$ cat src/rtl/instr_encoder.sv
// Serializes one instruction into a command word plus 0-2 operand words; optional admin check via ENCODER_ADMIN_CHECK_EN.
// Latency: first word is valid the cycle after acceptance; rejected instructions pulse encoder_error instead.
// Backpressure: words advance only on data_valid && data_ready; cmd_ready is high only while idle.
module instr_encoder #(
    parameter int BUS_WIDTH = 32
) (
    input  logic                 clk,
    input  logic                 nreset,
    input  logic                 cmd_valid,
    output logic                 cmd_ready,
    input  logic                 admin_flag,
    input  logic [2:0]           code_type,
    input  logic [BUS_WIDTH-5:0] opcode,
    input  logic [BUS_WIDTH-1:0] opdata0,
    input  logic [BUS_WIDTH-1:0] opdata1,
    output logic [BUS_WIDTH-1:0] data_out,
    output logic                 data_valid,
    input  logic                 data_ready,
    output logic                 encoder_error
);
    localparam int OPC_W = BUS_WIDTH - 4;

    localparam logic [1:0] S_IDLE = 2'd0;
    localparam logic [1:0] S_CMD  = 2'd1;
    localparam logic [1:0] S_OP0  = 2'd2;
    localparam logic [1:0] S_OP1  = 2'd3;

    logic [1:0]           state_q, state_d;
    logic [1:0]           cnt_q, cnt_d;
    logic [BUS_WIDTH-1:0] op0_q, op0_d;
    logic [BUS_WIDTH-1:0] op1_q, op1_d;
    logic [BUS_WIDTH-1:0] dout_q, dout_d;
    logic                 vld_q, vld_d;
    logic                 err_q, err_d;

    logic                 inst_ok;
    logic [1:0]           inst_cnt;
    logic                 word_hs;

    // Decode of the instruction currently offered upstream.
    always_comb begin
        inst_ok  = 1'b0;
        inst_cnt = 2'd0;
        case (code_type)
            3'b111, 3'b000: begin
`ifdef ENCODER_ADMIN_CHECK_EN
                inst_ok = admin_flag;
`else
                inst_ok = 1'b1;
`endif
            end
            3'b001, 3'b010: begin
                inst_ok  = 1'b1;
                inst_cnt = 2'd2;
            end
            3'b100: begin
                inst_ok  = (opcode <= OPC_W'(4));
                inst_cnt = 2'd1;
            end
            default: inst_ok = 1'b0;
        endcase
    end

    assign word_hs = vld_q && data_ready;

    always_comb begin
        state_d = state_q;
        cnt_d   = cnt_q;
        op0_d   = op0_q;
        op1_d   = op1_q;
        dout_d  = dout_q;
        vld_d   = vld_q;
        err_d   = 1'b0;
        case (state_q)
            S_IDLE: begin
                if (cmd_valid) begin
                    if (inst_ok) begin
                        state_d = S_CMD;
                        cnt_d   = inst_cnt;
                        op0_d   = opdata0;
                        op1_d   = opdata1;
                        dout_d  = {admin_flag, code_type, opcode};
                        vld_d   = 1'b1;
                    end else begin
                        err_d = 1'b1;
                    end
                end
            end
            S_CMD: begin
                if (word_hs) begin
                    if (cnt_q != 2'd0) begin
                        state_d = S_OP0;
                        dout_d  = op0_q;
                    end else begin
                        state_d = S_IDLE;
                        vld_d   = 1'b0;
                    end
                end
            end
            S_OP0: begin
                if (word_hs) begin
                    if (cnt_q == 2'd2) begin
                        state_d = S_OP1;
                        dout_d  = op1_q;
                    end else begin
                        state_d = S_IDLE;
                        vld_d   = 1'b0;
                    end
                end
            end
            default: begin
                if (word_hs) begin
                    state_d = S_IDLE;
                    vld_d   = 1'b0;
                end
            end
        endcase
    end

    // Reset drops any in-flight instruction along with its latched operands.
    always_ff @(posedge clk or negedge nreset) begin
        if (!nreset) begin
            state_q <= S_IDLE;
            cnt_q   <= 2'd0;
            op0_q   <= '0;
            op1_q   <= '0;
            dout_q  <= '0;
            vld_q   <= 1'b0;
            err_q   <= 1'b0;
        end else begin
            state_q <= state_d;
            cnt_q   <= cnt_d;
            op0_q   <= op0_d;
            op1_q   <= op1_d;
            dout_q  <= dout_d;
            vld_q   <= vld_d;
            err_q   <= err_d;
        end
    end

    assign cmd_ready     = nreset && (state_q == S_IDLE);
    assign data_out      = dout_q;
    assign data_valid    = vld_q;
    assign encoder_error = err_q;

endmodule

$ cat config.mk
export PLATFORM = sky130hd
export DESIGN_NAME = instr_encoder
export DESIGN_NICKNAME = d
export VERILOG_FILES = /design/src/rtl/instr_encoder.sv
export SDC_FILE = /design/constraint.sdc
export NUM_CORES = 1
export LEC_CHECK = 0
export ABC_AREA = 1
export BUFFER_PORTS_ARGS = -buffer_cell sky130_fd_sc_hd__clkbuf_2
export CORE_AREA = 2 2 143 110
export CTS_BUF_LIST = sky130_fd_sc_hd__clkbuf_8
export CTS_CLUSTER_DIAMETER = 80
export DETAILED_ROUTE_END_ITERATION = 8
export DIE_AREA = 0 0 145 112
export SETUP_SLACK_MARGIN = 0.05
export SLEW_MARGIN = 25
export SYNTH_ARGS = -nofsm -noshare
export SYNTH_HDL_FRONTEND = slang
export SYNTH_SLANG_ARGS = --single-unit
$ cat constraint.sdc
create_clock -name clk -period 3 [get_ports clk]
set_clock_uncertainty 0.05 [all_clocks]
set_input_delay 0.6 -clock clk [delete_from_list [all_inputs] [get_ports clk]]
set_output_delay 0.6 -clock clk [all_outputs]
set_load 0.05 [all_outputs]
### Word-level counts from Yosys, hierarchy flattened

Index checks and enable logic that the tools add are counted.

| word-level totals | value |
|---|---|
| bits in registers | 102 |
| output and inout bits | 35 |
| logic and storage cells | 64 |

| operators by class | value |
|---|---|
| order comparisons | 1 |
| eq/ne operators | 15 |
| multiplexer cells | 28 |
| reduce and logical (&&, ||, !) cells | 13 |

Operators by type and width:

| cell | count |
|---|---|
| two-way mux 32 bit | 6 |
| case mux 32 bit (3 select lines) | 1 |
| <= comparator 28 x 3 -> 1 bit (second input constant) | 1 |
| inequality test 2 bit (second input constant) | 8 |
| two-way mux 2 bit | 7 |
| AND reduction 7 bit | 2 |
| two-way mux 1 bit | 10 |
| == test 3 bit (second input constant) | 2 |
| case mux 2 bit (3 select lines) | 1 |
| AND reduction 5 bit | 1 |
| == test 2 bit (second input constant) | 2 |
| case mux 2 bit (2 select lines) | 1 |
| nonzero test 2 bit | 2 |
| OR reduction 4 bit | 1 |
| == test 3 x 1 -> 1 bit (second input constant) | 1 |
| == test 3 x 2 -> 1 bit (second input constant) | 1 |
| logical NOT 3 bit | 1 |
| case mux 1 bit (3 select lines) | 1 |
| AND reduction 3 bit | 1 |
| nonzero test 3 bit | 1 |
| == test 2 x 1 -> 1 bit (second input constant) | 1 |
| logical AND 1 bit | 2 |
| logical NOT 2 bit | 1 |
| case mux 1 bit (2 select lines) | 1 |
| OR reduction 2 bit | 1 |

### Logic depth before layout (Yosys ltp)

| depth | value |
|---|---|
| depth after elaboration | 6 |
| gate-level depth with buffers | 13 |
| depth with buffers taken out | 12 |

### Worst setup path before layout

Ideal clock, no wire load.

| timing | value |
|---|---|
| path type | register to register |
| start point | reg vld_q (netlist: data_valid) |
| end point | reg dout_q[14] (netlist: data_out[14]) |
| library setup time | 0.127 ns |
| data arrival time | 1.607 ns |
| data required time | 2.823 ns |
| path slack | 1.216 ns |
| cell stages (with the launch flop) | 9 |
| buffers on the path | 1 |
| cell sequence | dfrtp_1 -> nand2_1 -> a21oi_1 -> o21ai_0 -> nor3_1 -> nand2_2 -> buf_2 -> nand2_1 -> o21ai_0 |

| between the ends | value |
|---|---|
| longest elaborated chain between the ends | 3 |

RTL lines:

| item | line | source |
|---|---|---|
| start: declaration | 33 | `logic vld_q, vld_d;` |
| start signal: assignment | 136 | `vld_q <= vld_d;` |
| logical AND 1 bit * | 64 | `assign word_hs = vld_q && data_ready;` |
| inequality test 2 bit (no source line) | -- |  |
| AND reduction 7 bit (no source line) * | -- |  |
| end signal: assignment | 135 | `dout_q <= dout_d;` |
| end: declaration | 32 | `logic [BUS_WIDTH-1:0] dout_q, dout_d;` |

Every way passes the cells marked *; elsewhere a longest branch is shown, timed or not.
A chain may end at the register's enable or synchronous reset.

### Final worst setup path

| timing | value |
|---|---|
| start point | reg state_q[1] |
| end point | reg dout_q[16] (netlist: data_out[16]) |

| between the ends | value |
|---|---|
| longest elaborated chain between the ends | 3 |

RTL lines:

| item | line | source |
|---|---|---|
| start: declaration | 28 | `logic [1:0] state_q, state_d;` |
| start signal: assignment | 131 | `state_q <= state_d;` |
| == test 2 bit (tied with other cells) | 74 | `case (state_q)` |
| inequality test 2 bit (no source line) or nonzero test 3 bit (tied branches) | -- |  |
| AND reduction 7 bit (no source line) | -- |  |

Several ways; a longest one is shown, not always the timed one.

==> results.txt <==
- Cells on worst reg2reg path: 9
- The final hold violation count came to 0.
- Maximum ir drop on the vdd rail: 0.537 mV
- Yosys synthesis warning count: 0
* #FFs+latches synth: 102
- After the last flow step, the layout net total stands at 821.
- Worst-case setup slack after placement: 0.520 ns
- Final Routed Wirelength: 13200 um
* Maximum number of pins on one net before global-route repair: 103
- 135 I/O pins were placed.
- Static Leakage: 3.24 nW
- Final setup viols: 0
- CP Capture Type: flop
* Router iterations before antenna repair: 4
* Overall track demand over capacity in global routing: 17.0%
* H-tree depth reported by CTS: 3
- From bottom edge to top edge, the die measures 112 um.
* Clock Root Buffer: sky130_fd_sc_hd__clkbuf_8
- The number of gates resized after CTS was 0.
- In this run, CTS created clock tree buffers numbering 9.
* Horizontal die dimension: 145 um
* Setup repair after global routing missed its margin: no
- Routability-driven placement congestion ratio: 0.802
* Clock sinks: 102
- Via total after detailed routing: 4166
- Dividing the synthesized area by the synthesized cell count gives 8.55 um^2.
- Worst-path clk slew: 0.10 ns
- Worst hold path type: input port to async pin
- DRC violations left: 0
- For the worst setup path, the data required time is 3.18 ns.
* Hpwl dp: 9300 um
- Synthesis instantiated 26 different standard cells from the library.
* Average detailed-routed wire length per instance: 14.2 um
- The die covers 0.0162 mm^2.
* Fraction of registers with async set or reset after synthesis: 100%
- Number of antenna cells inserted: 0
- Wire length of the first global-routing pass: 21700 um
* Transition time of the tightest slew-check pin: 0.597 ns
- Of all nets on the critical path, the largest fanout is 52.
- The clock reaches the later pin of the worst-skew pair after 0.37 ns.
- Post-layout min period: 2.47 ns
- Initial standard-cell utilization of the core: 34.2%
- The critical path in this run is classified as flop to flop.
- In this run the remaining antenna-violating nets after routing total 0.
- Area of the mapped netlist: 0.00509 mm^2
* Setup slack of the most critical reg-to-reg path: 0.53 ns
* Port Buf Inserts: 134
* Final setup TNS: 0 ns
- Counting along the longest clock path gives a buffer depth of 2.
- By area the synthesized netlist is led by sky130_fd_sc_hd__dfrtp_1 50%, sky130_fd_sc_hd__nor2_1 7.1%, sky130_fd_sc_hd__inv_1 6.9%.
- Headroom to the max-slew limit came out at 60.2%.
- Number of buffers added for setup after CTS: 0
- Max capacitance violation total: 0
* Largest area contributor in the synthesized netlist: sky130_fd_sc_hd__dfrtp_1
- Status: finished clean
- Most numerous cell types in the synthesized netlist: 102 x sky130_fd_sc_hd__dfrtp_1, 96 x sky130_fd_sc_hd__nor2_1, 94 x sky130_fd_sc_hd__inv_1
- In the synthesized netlist the dominant register cell turns out to be sky130_fd_sc_hd__dfrtp_1.
- Launching instance or port of the critical path: state_q[1]$_DFFE_PN0P_
- In this run the critical register-to-register path is captured at data_out[16]$_DFFE_PN0P_.
- Share of layout cells above drive strength 1: 28.4%
- Synthesis produced a netlist whose cell count is 595.
* Area share of the largest cell type after synthesis: 50.1%
- In this run the core area contains 39 standard-cell rows.
* Number of buffers inserted for hold repair after clock tree synthesis: 0
- CP Launch Type: flop
* Most used standard cell by instance count after synthesis: sky130_fd_sc_hd__dfrtp_1
- The detailed router finished its first iteration with 273 violations.
- Data arrival time of the critical path: 2.65 ns
- Number of flops mapped to enable cells by yosys: 0
* Pwr Density: 1120 mW/mm^2
- Final setup margin: 0.533 ns
- In this run the standard cell core region covers 0.0149 mm^2.
- Achievable frequency: 0.405 GHz
* Seq/Total Area, Yosys: 50.1%
- The number of antenna violations at the first check in global routing was 0.
- Counting every net in the synthesized netlist gives 700.
- The total overflow left after global routing is 0.
* Count of pins over their slew limit: 0
* Worst R2R Start: state_q[1]$_DFFE_PN0P_
* Share of the clock period used by the worst path after layout: 82.2%
* Area added between synthesis and finish: 18.2%
- The via count of the first global-routing pass is 4144.
- Clock tree from TritonCTS: done
- Using the TritonRoute via totals, the vias-per-cell ratio works out to 4.50.
## worst max-delay path, stage by stage (launching register included)
cell and delay [ns]:
sky130_fd_sc_hd__dfrtp_1 0.42, sky130_fd_sc_hd__inv_1 0.08, sky130_fd_sc_hd__ha_1 0.28, sky130_fd_sc_hd__inv_1 0.30, sky130_fd_sc_hd__nor2_1 0.10, sky130_fd_sc_hd__nor3_1 0.32
sky130_fd_sc_hd__nand2_2 0.23, sky130_fd_sc_hd__buf_4 0.35, sky130_fd_sc_hd__nand2_1 0.12, sky130_fd_sc_hd__o21ai_0 0.08
## how the worst max path moves through the flow
stage | slack [ns] | cells after the start | to
global route | 0.21 | 9 | data_out[6]$_DFFE_PN0P_
floorplan | 1.22 | 8 | data_out[14]$_DFFE_PN0P_
CTS | 0.51 | 9 | data_out[16]$_DFFE_PN0P_
detailed placement | 0.52 | 9 | data_out[25]$_DFFE_PN0P_
global placement | 0.59 | 10 | data_out[18]$_DFFE_PN0P_
finish | 0.53 | 9 | data_out[16]$_DFFE_PN0P_
## cell families after synthesis
| family | count (synthesis) | synth area share (%) |
|---|---|---|
| AOI/OAI and AO/OA | 157 | 18.9 |
| xor gates and xnor gates | 1 | 0.172 |
| adders and majority gates | 5 | 1.23 |
| buffers and inverters | 128 | 12.7 |
| DFF | 102 | 50.1 |
| muxes | 7 | 1.38 |
| and+or+nand+nor | 195 | 15.4 |
## registers in the layout, summed over array words and instances, names as in the netlist
| name | count |
|---|---|
| data_valid | 1 |
| op0_q | 32 |
| cnt_q | 2 |
| data_out | 32 |
| op1_q | 32 |
| state_q | 2 |
| encoder_error | 1 |
## area by class of cell
type,instances,area [um^2]
Fill cell,1562,8860
Sequential cell,102,2550
Multi-Input combinational cell,365,1890
Timing Repair Buffer,142,771
Inverter,96,360
Tap cell,205,256
Clock buffer,11,151
Clock inverter,5,35.0
## cells in the final DEF (no fill, tap or decap), drive strengths merged
master    n
inv      97
a21oi    87
ha        5
o22ai    28
dfrtp   102
o21ai    42
mux2i     7
and2      1
nand3    11
nor3      3
clkinv    4
nand2    83
xor2      1
buf       9
clkbuf  144
nor2     97
## routing by layer
| layer | part of all wire (%) | track usage, % |
|---|---|---|
| met2 | 42 | 24.2 |
| met4 | 0.75 | 3.76 |
| met5 | 0 | 0 |
| met1 | 52 | 25.7 |
| met3 | 5.7 | 4.55 |
## stage by stage
| stage | instances | cell area [um^2] | power (W) | hold WS (ns) | util (%) |
|---|---|---|---|---|---|
| CTS | 926 | 6020 | 0.00682 | 0.303 | 40.4 |
| floorplan | 595 | 5090 | 0.00515 | 0.254 | - |
| detailed placement | 910 | 5830 | 0.00597 | 0.413 | 39.2 |
| finish | 926 | 6020 | 0.00674 | 0.244 | 40.4 |
| global placement | 910 | 5830 | 0.00593 | 0.409 | 39.2 |
| global route | 926 | 6020 | 0.00734 | 0.318 | 40.4 |
## power by group
part | switching [W] | total (W) | leakage, nW | internal [W]
Clock | 0.000483 | 0.000831 | 0.101 | 0.000348
Combinational | 0.00252 | 0.00365 | 1.95 | 0.00113
Sequential | 0.000246 | 0.00226 | 1.19 | 0.00201
Total | 0.00325 | 0.00674 | 3.24 | 0.00349
Note: power is estimated with default switching activity, not from simulation.
